--- config.mk ---
export PLATFORM = sky130hd
export DESIGN_NAME = rcc_rst_flag_ctrl
export DESIGN_NICKNAME = d
export VERILOG_FILES = /design/src/rtl/rcc_pkg.sv /design/src/rtl/rcc_sync_edge.sv /design/src/rtl/rcc_rst_flag_ctrl.sv
export SDC_FILE = /design/constraint.sdc
export NUM_CORES = 1
export LEC_CHECK = 0
export BUFFER_PORTS_ARGS = -buffer_cell sky130_fd_sc_hd__buf_4
export CAP_MARGIN = 10
export CORE_MARGIN = 3
export CORE_UTILIZATION = 55
export DETAILED_ROUTE_END_ITERATION = 6
export PLACE_DENSITY = 0.78
export SLEW_MARGIN = 20
export SYNTH_ARGS = -nofsm -noshare
export SYNTH_HDL_FRONTEND = slang
export SYNTH_SLANG_ARGS = --single-unit
--- constraint.sdc ---
create_clock -name clk -period 2.7 [get_ports clk]
set_clock_uncertainty 0.2 [all_clocks]
set_input_delay 0.27 -clock clk [delete_from_list [all_inputs] [get_ports clk]]
set_output_delay 0.27 -clock clk [all_outputs]
set_load 0.01 [all_outputs]
--- src/rtl/rcc_pkg.sv ---
// Shared types and constants for the RCC reset-flag / LSI-enable controller.
// Reset-source bit order is fixed here and mirrored by the RCC register file.
package rcc_pkg;

  typedef enum logic [1:0] {
    LSI_OFF      = 2'd0,
    LSI_STARTING = 2'd1,
    LSI_READY    = 2'd2,
    LSI_STOPPING = 2'd3
  } lsi_state_e;

  localparam int SRC_LPWR2 = 0;
  localparam int SRC_LPWR1 = 1;
  localparam int SRC_WWDG2 = 2;
  localparam int SRC_WWDG1 = 3;
  localparam int SRC_IWDG2 = 4;
  localparam int SRC_IWDG1 = 5;
  localparam int SRC_SFT2  = 6;
  localparam int SRC_SFT1  = 7;
  localparam int SRC_POR   = 8;
  localparam int SRC_BOR   = 9;
  localparam int SRC_PIN   = 10;
  localparam int SRC_CPU2  = 11;
  localparam int SRC_CPU1  = 12;
  localparam int SRC_OBL   = 13;

  localparam int NUM_SRC_DEF = 14;

  // A power-on always implies both POR and BOR as reset causes.
  localparam logic [NUM_SRC_DEF-1:0] RST_FLAG_INIT_DEF =
    NUM_SRC_DEF'((1 << SRC_POR) | (1 << SRC_BOR));

endpackage

--- src/rtl/rcc_sync_edge.sv ---
// Multi-flop synchroniser for one asynchronous level, with a rising-edge pulse
// taken from the synchronised level and its one-clock-delayed copy.
module rcc_sync_edge #(
  parameter int SYNC_STAGES = 2
) (
  input  logic clk,
  input  logic rst_n,
  input  logic d,
  output logic q_sync,
  output logic q_rise
);

  logic [SYNC_STAGES-1:0] sync_q;
  logic                   dly_q;

  // NOTE: sequential state uses non-blocking assignments so every flop samples
  // the pre-edge value of its neighbour; blocking here would collapse the chain.
  always_ff @(posedge clk or negedge rst_n) begin
    if (!rst_n) begin
      sync_q <= '0;
      dly_q  <= 1'b0;
    end else begin
      sync_q <= {sync_q[SYNC_STAGES-2:0], d};
      dly_q  <= sync_q[SYNC_STAGES-1];
    end
  end

  assign q_sync = sync_q[SYNC_STAGES-1];
  assign q_rise = q_sync & ~dly_q;

endmodule

--- src/rtl/rcc_rst_flag_ctrl.sv ---
// VDD-domain reset-flag and LSI-enable controller: per-CPU sticky reset-cause
// flags with RMVF clear, plus the LSION start/stop/timeout state machine.
module rcc_rst_flag_ctrl
  import rcc_pkg::*;
#(
  parameter int                 NUM_CPU       = 2,
  parameter int                 NUM_SRC       = NUM_SRC_DEF,
  parameter int                 SYNC_STAGES   = 2,
  parameter logic [NUM_SRC-1:0] RST_FLAG_INIT = NUM_SRC'(RST_FLAG_INIT_DEF),
  parameter int                 LSI_TMO       = 1024
) (
  input  logic                       clk,
  input  logic                       rst_n,
  input  logic                       wdata,
  input  logic [NUM_CPU-1:0]         rmvf_wren,
  input  logic                       lsion_wren,
  input  logic [NUM_SRC-1:0]         rst_src,
  input  logic                       lsi_rdy,
  output logic [NUM_CPU*NUM_SRC-1:0] rsr_flags,
  output logic [NUM_CPU-1:0]         rmvf,
  output logic                       lsion,
  output logic                       lsirdy,
  output logic                       lsi_tmo,
  output logic [1:0]                 lsi_state
);

  localparam int               CNT_W    = $clog2(LSI_TMO + 1);
  localparam logic [CNT_W-1:0] CNT_MAX  = CNT_W'(LSI_TMO);
  localparam logic [CNT_W-1:0] CNT_LAST = CNT_W'(LSI_TMO - 1);

  // Only the rise of each source matters; the synchronised levels are spare.
  logic [NUM_SRC-1:0] src_lvl_unused;
  logic [NUM_SRC-1:0] src_rise;
  logic               rdy_s;
  logic               rdy_rise_unused;

  for (genvar i = 0; i < NUM_SRC; i++) begin : g_src
    rcc_sync_edge #(.SYNC_STAGES(SYNC_STAGES)) u_sync (
      .clk    (clk),
      .rst_n  (rst_n),
      .d      (rst_src[i]),
      .q_sync (src_lvl_unused[i]),
      .q_rise (src_rise[i])
    );
  end

  rcc_sync_edge #(.SYNC_STAGES(SYNC_STAGES)) u_rdy_sync (
    .clk    (clk),
    .rst_n  (rst_n),
    .d      (lsi_rdy),
    .q_sync (rdy_s),
    .q_rise (rdy_rise_unused)
  );

  for (genvar c = 0; c < NUM_CPU; c++) begin : g_cpu
    logic [NUM_SRC-1:0] flag_q, flag_d;
    logic               rmvf_q;

    // Clear wins over a coincident edge, so a cause seen while RMVF is set is lost.
    assign flag_d = rmvf_q ? '0 : (flag_q | src_rise);

    // NOTE: the flags reset to a non-zero cause pattern, not to zero, so that
    // software can read POR/BOR as the reason for the very first boot.
    always_ff @(posedge clk or negedge rst_n) begin
      if (!rst_n) begin
        flag_q <= RST_FLAG_INIT;
        rmvf_q <= 1'b0;
      end else begin
        flag_q <= flag_d;
        if (rmvf_wren[c]) rmvf_q <= wdata;
      end
    end

    assign rsr_flags[c*NUM_SRC +: NUM_SRC] = flag_q;
    assign rmvf[c]                         = rmvf_q;
  end

  lsi_state_e       state_q, state_d;
  logic [CNT_W-1:0] cnt_q, cnt_d;
  logic             tmo_q, tmo_d;
  logic             lsion_q, lsirdy_q;
  logic             start_wr, stop_wr;

  assign start_wr = lsion_wren &  wdata;
  assign stop_wr  = lsion_wren & ~wdata;

  // NOTE: every next-state signal gets its hold value first, so no path through
  // the case leaves one unassigned and no latch is inferred.
  always_comb begin
    state_d = state_q;
    cnt_d   = cnt_q;
    tmo_d   = tmo_q;
    case (state_q)
      LSI_OFF: begin
        if (start_wr) begin
          state_d = LSI_STARTING;
          cnt_d   = '0;
          tmo_d   = 1'b0;
        end
      end
      LSI_STARTING: begin
        if (stop_wr) begin
          state_d = LSI_STOPPING;
        end else if (rdy_s) begin
          state_d = LSI_READY;
        end else begin
          if (cnt_q == CNT_LAST) tmo_d = 1'b1;
          if (cnt_q != CNT_MAX)  cnt_d = cnt_q + 1'b1;
        end
      end
      LSI_READY: begin
        if (stop_wr) begin
          state_d = LSI_STOPPING;
        end else if (!rdy_s) begin
          state_d = LSI_STARTING;
          cnt_d   = '0;
        end
      end
      LSI_STOPPING: begin
        if (start_wr) begin
          state_d = LSI_STARTING;
          cnt_d   = '0;
          tmo_d   = 1'b0;
        end else if (!rdy_s) begin
          state_d = LSI_OFF;
        end
      end
      default: state_d = LSI_OFF;
    endcase
  end

  always_ff @(posedge clk or negedge rst_n) begin
    if (!rst_n) begin
      state_q  <= LSI_OFF;
      cnt_q    <= '0;
      tmo_q    <= 1'b0;
      lsion_q  <= 1'b0;
      lsirdy_q <= 1'b0;
    end else begin
      state_q  <= state_d;
      cnt_q    <= cnt_d;
      tmo_q    <= tmo_d;
      lsion_q  <= (state_d == LSI_STARTING) || (state_d == LSI_READY);
      lsirdy_q <= (state_d == LSI_READY);
    end
  end

  assign lsion     = lsion_q;
  assign lsirdy    = lsirdy_q;
  assign lsi_tmo   = tmo_q;
  assign lsi_state = state_q;

endmodule

# Word-level counts from Yosys, hierarchy flattened
# Cells that the tools add are included.
word_totals:
  register_bits: 90
  elab_cells: 114
classes:
  add_sub_neg: 1
  n_eq_ne: 14
  n_mux: 22
  n_bitwise: 33
  reduce_logical: 6
ops:
  columns: ["operator", "n"]
  rows:
  - ["2-to-1 mux 11 bit", 6]
  - ["one-hot mux 11 bit (3 select lines)", 1]
  - ["2-to-1 mux 14 bit", 2]
  - ["bitwise OR 14 bit", 2]
  - ["AND 1 bit", 16]
  - ["inverter 1 bit", 15]
  - ["2-to-1 mux 2 bit", 7]
  - ["!= test 2 bit, second input constant", 6]
  - ["adder 11 x 1 -> 11 bit, second input constant", 1]
  - ["== test 11 x 10 -> 1 bit, second input constant", 1]
  - ["!= test 11 bit, second input constant", 1]
  - ["one-hot mux 2 bit (4 select lines)", 1]
  - ["== test 2 bit, second input constant", 3]
  - ["AND reduction 6 bit", 1]
  - ["AND reduction 5 bit", 1]
  - ["== test 2 x 1 -> 1 bit, second input constant", 2]
  - ["2-to-1 mux 1 bit", 4]
  - ["zero test 2 bit", 1]
  - ["!= test 2 x 1 -> 1 bit, second input constant", 1]
  - ["one-hot mux 1 bit (2 select lines)", 1]
  - ["nonzero test 2 bit", 1]
  - ["OR reduction 2 bit", 1]
  - ["logical OR 1 bit", 1]

# Depth between registers and ports, before layout
# Gate-level depths: netlist of the first run.
depth:
  word_depth: 6
  mapped_depth: 8
  depth_no_buf: 7

# Cells and area by module
# From an unflattened synthesis of the first run, not the netlist that was laid out.
unflattened:
  cells_unflattened: 277
  hier_area_um2: 3458.3
modules_own_cells:
  columns: ["mod", "instances", "cells_each", "area_per_inst_um2"]
  rows:
  - ["rcc_rst_flag_ctrl", 1, 217, 2125.8]
  - ["rcc_sync_edge", 15, 4, 88.8]

# Worst setup path before layout of the first run
# No wires, ideal clock.
synth_path:
  kind: "reg-to-reg"
  from: "reg state_q[1] (netlist: lsi_state[1])"
  to: "reg cnt_q[4]"
  setup_time_ns: 0.095
  arrival_time_ns: 1.798
  required_ns: 2.405
  setup_slack_ns: 0.606
  stages_incl_launch_ff: 8
  path_buffers: 1
  synth_period_minus_slack_ns: 2.094
  path_cell_list: "dfrtp_1 inv_1 ha_1 nor3b_1 o21ai_1 or3_1 buf_4 o31ai_1"
synth_via:
  elab_chain_cells: 4
  word_cells_on_any_way: 13
  classes_between: "9 x eq/ne; 1 x mux; 3 x reduce/logical"
synth_rtl:
  columns: ["item", "line_no", "source"]
  rows:
  - ["start: declaration", "rcc_rst_flag_ctrl.sv:78", "lsi_state_e state_q, state_d;"]
  - ["start signal: assignment", "rcc_rst_flag_ctrl.sv:140", "state_q <= state_d;"]
  - ["== test 2 bit or zero test 2 bit (tied branches)", "rcc_rst_flag_ctrl.sv:93", "case (state_q)"]
  - ["OR reduction 2 bit (no line)", null, null]
  - ["!= test 2 x 1 -> 1 bit (no line)", null, null]
  - ["AND reduction 6 bit (no line)", null, null]
  - ["end signal: assignment", "rcc_rst_flag_ctrl.sv:141", "cnt_q <= cnt_d;"]
  - ["end: declaration", "rcc_rst_flag_ctrl.sv:79", "logic [CNT_W-1:0] cnt_q, cnt_d;"]
# Parallel ways exist; a longest one is shown, timed or not.
# A chain may end at the register's enable or synchronous reset.

# Worst setup path after layout of the first run
layout_path:
  from: "reg state_q[1] (netlist: lsi_state[1])"
  to: "reg cnt_q[8]"
# Same word-level chain as after synthesis.

==> results.cfg, run 1 <==
[pwr]
seqPwrFrac_pct = 49.1
powerDensity_mw_per_mm2 = 775.2
power.share.clock_pct = 25.5
intPower_mw = 2.204
power_switching_mw = 1.005
ir_worst_vdd_uv = 597.9
combPwrFrac_pct = 25.5
swShare_pct = 31.31
leakage_nw = 1.971

[route]
ant_nets = 0
dr.pass1.iters = 4
drt_iter0_drc = 134
drcViolationCount = 0
via_count = 2234
detail_route.wl_per_cell_um = 14.93
routed_wl_um = 6345
avgViaCountPerCell = 5.256

[synthesis]
netlist.area_leader.share_pct = 65.25
yosys-top-cells-area = dfrtp_1, nor2_1, o31ai_1
ys_warn_count = 0
ys_ff_latch = 90
synthFlopType = dfrtp_1
yosys.area.top_type = dfrtp_1
yosysUniqueCellTypes = 38
syn-instance-count = 270
avgSynthCellArea_um2 = 12.22
synth_nets = 298
synth_edf_count = 0
netlist_area_mm2 = 0.003298
async_flop_share_pct = 100.0
synth_seq_area_share_pct = 68.44

[clock_tree]
cts_setup_buffers = 0
ctsResizeCount = 0
cts_made_buffers = 9
clk_pin_slew_ps = 90
clock_path_buffers = 2
cts_tree = yes
cts.sinks = 90
ctsHtreeMaxLevel = 3
cts_root_buffer = clkbuf_8
insertion_delay_ps = 340

[die]
die-area_mm2 = 0.006962
core_mm2 = 0.005642
chipWidth_um = 83.44
start_util_pct = 58.46
num_io_pins = 56
die_y_um = 83.44
rows = 27

[timing]
finalSetupViolCount = 0
max_freq_mhz = 417.1
fin_crit_sh_pct = 88.79
setup_tns_ps = 0
final-hold-violation-count = 0
finalMaxSlewViolations = 0
tightest_slew_ps = 632.4
rsz0062_at_grt = no
min_period_ps = 2397
slew_headroom_pct = 57.84

[global_route]
grt_pass1_vias = 2272
grtUsageTotal_pct = 19.53
busiest_layer = met2
gr-usage-met3_pct = 4.762
antenna_found_initial = 0
grt.met2_usage_pct = 31.49
grt_max_degree = 42
globalRouteMet1Util_pct = 26.44
grt_remaining_overflow = 0
grt_pass1_wl_um = 10940

[layout]
antenna_cells = 0
fin_util_pct = 73.39
layout_commonest_cell = dfrtp_1
final_nets = 376
stdcell_count = 425
final_cell_mix = dfrtp_1, buf_4, nor2_1
drive_above_1_share_pct = 24.36
synthToLayoutAreaGrowth_pct = 25.53

[placement]
port_buffers = 55
routabilityCongestion = 0.8956
place_inst = 391
place_hpwl_um = 4291

[worst_setup_path]
path_delay_family = simple AND/OR/NAND/NOR gates
slowest_stage = or3_1
start_kind = flip-flop
cp.depth = 5
cp.buffers_inverters = 2
worst_ep_arrival_time_ps = 2440
cpPeakStageDelay_ps = 560
crit_chain = inv_1, ha_1, inv_1, or3_1, o31ai_1
cp-end-kind = flip-flop
path_class = flip-flop to flip-flop
ff2ff_path_depth = 5
crit_top_cell = inv_1
critPathMaxFanout = 15
worstPathRequired_ps = 2740

[min_path]
hold_path.class = input pin to flip-flop
hold_path_depth = 2

[flow_run]
drv_cap = 0

[run_status]
status = completed
==> kinds of logic after synthesis <==
logic type / after synthesis / synth area share [%]
compound gates: 42 / 8.915
buf+inv: 19 / 2.618
mux: 4 / 1.328
fa+ha+maj: 7 / 2.655
simple gates: 108 / 16.05
flops: 90 / 68.44
==> registers in the layout (all words and copies together) (netlist names) <==
signal	count
g_cpu.flag_q	28
u_rdy_sync.sync_q	2
cnt_q	11
lsirdy	1
lsi_state	2
g_src.u_sync.dly_q	14
g_cpu.rmvf_q	2
lsion	1
lsi_tmo	1
g_src.u_sync.sync_q	28
==> stage by stage <==
step / hold WS [ps] / total power, mW / instance area [um^2] / worst slack [ps]
after floorplan: -225.6 / 2.088 / 3298 / 606.5
after CTS: 15.21 / 3.230 / 4140 / 312.9
after detailed placement: 70.28 / 2.391 / 3782 / 314.8
after global placement: 66.73 / 2.358 / 3782 / 438.0
after global routing: 22.55 / 3.408 / 4140 / 66.77
final: 33.86 / 3.209 / 4140 / 302.7
==> final cells by class <==
type,count,area (um^2)
sequential,90,2257
fill,392,1501
multi-input combinational,161,954.7
timing repair buffer,78,630.6
clock buffer,10,137.6
tap,72,90.09
clock inverter,6,40.04
inverter,8,30.03
==> worst register-to-register path: cells and delay by family (launching register included) <==
family,cells,cell delay (ps)
fa+ha+maj,1,440
compound gates,1,270
simple gates,1,560
flops,1,470
buf+inv,2,360
==> power groups by stage <==
stage               combinational (mW)  sequential [mW]  clock (mW)
floorplan                        0.480             1.61           0
global placement                 0.764             1.59           0
detailed placement               0.789             1.60           0
CTS                              0.816             1.57       0.839
global route                     0.914             1.60       0.898
finish                           0.817             1.57       0.818
==> worst paths after layout <==
| check | start | to | slack [ps] |
|---|---|---|---|
| max | lsi_state[1] | cnt_q[8] | 300 |
| min | wdata | g_cpu[0].rmvf_q | 30 |
| max reg2reg | lsi_state[1] | cnt_q[8] | 300 |
| min reg2reg | g_src[5].u_sync.sync_q[0] | g_src[5].u_sync.sync_q[1] | 150 |
| max in group asynchronous | rst_n | lsi_state[0] | 1330 |
| min in group asynchronous | rst_n | g_src[0].u_sync.dly_q | 230 |
==> cell usage after synthesis (2+ instances only) <==
master    number
and3_1         4
o21ai_0        7
nor2b_1       17
nand3_1        7
nand3b_1       2
buf_4          4
dfrtp_1       86
a31oi_1        3
o21ai_1        3
dfstp_2        4
nand2_1        8
nor2_1        59
mux2_2         3
a21oi_1        2
ha_1           7
clkbuf_1       7
o31ai_1       17
inv_1          8
nand2b_1       3
==> routing by layer <==
layer | wire, um | part of all wire, %
met2 | 3175 | 50
met3 | 285 | 4.5
met4 | 61 | 0.96
met1 | 2823 | 44
met5 | 0 | 0
==> what timing repair did <==
action / in CTS / in global routing
setup endpoints to repair: 0 / 0
hold buffers: 18 / 0
hold endpoints to repair: 52 / 0
No activity file was read; power rests on OpenSTA's default activity.
==> run 2: changes to the inputs <==
--- a/config.mk
+++ b/config.mk
@@ -11,6 +11,7 @@
 export CORE_UTILIZATION = 55
 export DETAILED_ROUTE_END_ITERATION = 6
 export PLACE_DENSITY = 0.78
+export RECOVER_POWER = 25
 export SLEW_MARGIN = 20
 export SYNTH_ARGS = -nofsm -noshare
 export SYNTH_HDL_FRONTEND = slang
==> run 2 against run 1 <==
Against the previous run: sequential share of layout area barely moved; hold slack about the same; maximum frequency about the same; sequential power about the same; die area unchanged.
==> results.cfg, run 2 (synthesis gave the netlist of run 1 again) <==
[placement]
place_area_mm2 = 0.003782
place_inst = 391
routabilityCongestion = 0.8956
place_hpwl_um = 4291
port_buffers = 55
post-place-ws_ps = 314.8

[pwr]
intPower_mw = 2.203
power.share.clock_pct = 25.5
swShare_pct = 31.33
power_mw = 3.208
powerDensity_mw_per_mm2 = 775.4
ir_worst_vdd_uv = 599.2
leakage_nw = 1.967
combPwrFrac_pct = 25.5
power_switching_mw = 1.005
seqPwrFrac_pct = 49.1

[clock_tree]
insertion_delay_ps = 340
cts_tree = yes
cts_made_buffers = 9
ctsHtreeMaxLevel = 3
cts_hold_buf = 18
clock_path_buffers = 2
ctsResizeCount = 0
cts_setup_buffers = 0
clk_pin_slew_ps = 90
cts_root_buffer = clkbuf_8
cts.sinks = 90

[global_route]
grt_remaining_overflow = 0
grt_pass1_vias = 2272
grt_max_degree = 42
grt_pass1_wl_um = 10940
antenna_found_initial = 0
grtUsageTotal_pct = 19.53

[die]
start_util_pct = 58.46
core_mm2 = 0.005642
die-area_mm2 = 0.006962
num_io_pins = 56
die_y_um = 83.44
rows = 27
chipWidth_um = 83.44

[route]
ant_nets = 0
top_layer_used = met4
dr_wl_met2_um = 3168
via_count = 2231
drt_iter0_drc = 114
detail_route.wl_per_cell_um = 14.80
avgViaCountPerCell = 5.249
met3RoutedLength_um = 296
wl_met1_um = 2787
drcViolationCount = 0
routed_wl_um = 6292
dr.pass1.iters = 4

[timing]
tightest_slew_ps = 977.7
final-hold-violation-count = 0
fin_hold_ws_ps = 34.07
max_freq_mhz = 417.1
rsz0062_at_grt = no
finalMaxSlewViolations = 0
layout_setup_ws_ps = 302.7
finalSetupViolCount = 0
min_period_ps = 2397
fin_crit_sh_pct = 88.79
slew_headroom_pct = 34.82
setup_tns_ps = 0

[layout]
synthToLayoutAreaGrowth_pct = 25.46
stdcell_count = 425
layout_commonest_cell = dfrtp_1
nFillCells = 393
fin_area_mm2 = 0.004138
antenna_cells = 0
fin_util_pct = 73.34
final_nets = 376
drive_above_1_share_pct = 24.36
top_regs = g_cpu.flag_q (28), g_src.u_sync.sync_q (28), g_src.u_sync.dly_q (14)
final_cell_mix = dfrtp_1, nor2_1, buf_4

[worst_setup_path]
cp-end-kind = flip-flop
critPathMaxFanout = 15
start_kind = flip-flop
worstPathRequired_ps = 2740
worst_ep_arrival_time_ps = 2440
path_class = flip-flop to flip-flop

[run_status]
status = completed

[min_path]
hold_path.class = input pin to flip-flop

[flow_run]
drv_cap = 0
## run 2: cell types whose count changed in the layout (fill, tap and decap cells not counted), sizes merged
cell    before  now
buf         60   44
clkbuf      10   26
## run 2: final timing paths
kind                                           startpoint                        end  slack [ps]  depth (start not counted)
worst min register to register  g_src[5].u_sync.sync_q[0]  g_src[5].u_sync.sync_q[1]         150                          0
worst max-delay path                         lsi_state[1]                   cnt_q[8]         300                          5
max in group asynchronous                           rst_n               lsi_state[0]         980                          3
worst min-delay path                                wdata            g_cpu[0].rmvf_q          30                          2
min in group asynchronous                           rst_n      g_src[0].u_sync.dly_q         420                          2
worst max register to register               lsi_state[1]                   cnt_q[8]         300                          5
## run 2: power by group through the flow
| stage | logic [mW] | registers [mW] | clock network (mW) |
|---|---|---|---|
| 2_1_floorplan | 0.480 | 1.61 | 0 |
| 3_3_place_gp | 0.764 | 1.59 | 0 |
| 3_5_place_dp | 0.789 | 1.60 | 0 |
| 4_1_cts | 0.816 | 1.57 | 0.839 |
| 5_1_grt | 0.912 | 1.60 | 0.898 |
| 6_report | 0.817 | 1.57 | 0.817 |
## run 2: per-layer routing
metal / global-route usage (%) / up-vias
met3: 4.762 / 4
met5: 0 / -
li1: - / 1068
met2: 31.49 / 61
met4: 6.140 / 0
met1: 26.44 / 1098
## run 2: final cells by class
| type | count | area (um^2) | area share [%] |
|---|---|---|---|
| Clock buffer | 10 | 137.6 | 3.326 |
| Multi-Input combinational cell | 161 | 954.7 | 23.07 |
| Clock inverter | 6 | 40.04 | 0.9676 |
| Tap cell | 72 | 90.09 | 2.177 |
| Sequential cell | 90 | 2257 | 54.55 |
| Timing Repair Buffer | 78 | 628.1 | 15.18 |
| Inverter | 8 | 30.03 | 0.7257 |
## run 2: worst max-delay path, stage by stage (launching register included)
cell and delay (ps):
dfrtp_1 470, inv_1 110, ha_1 440, inv_1 250, or3_1 560, o31ai_1 270
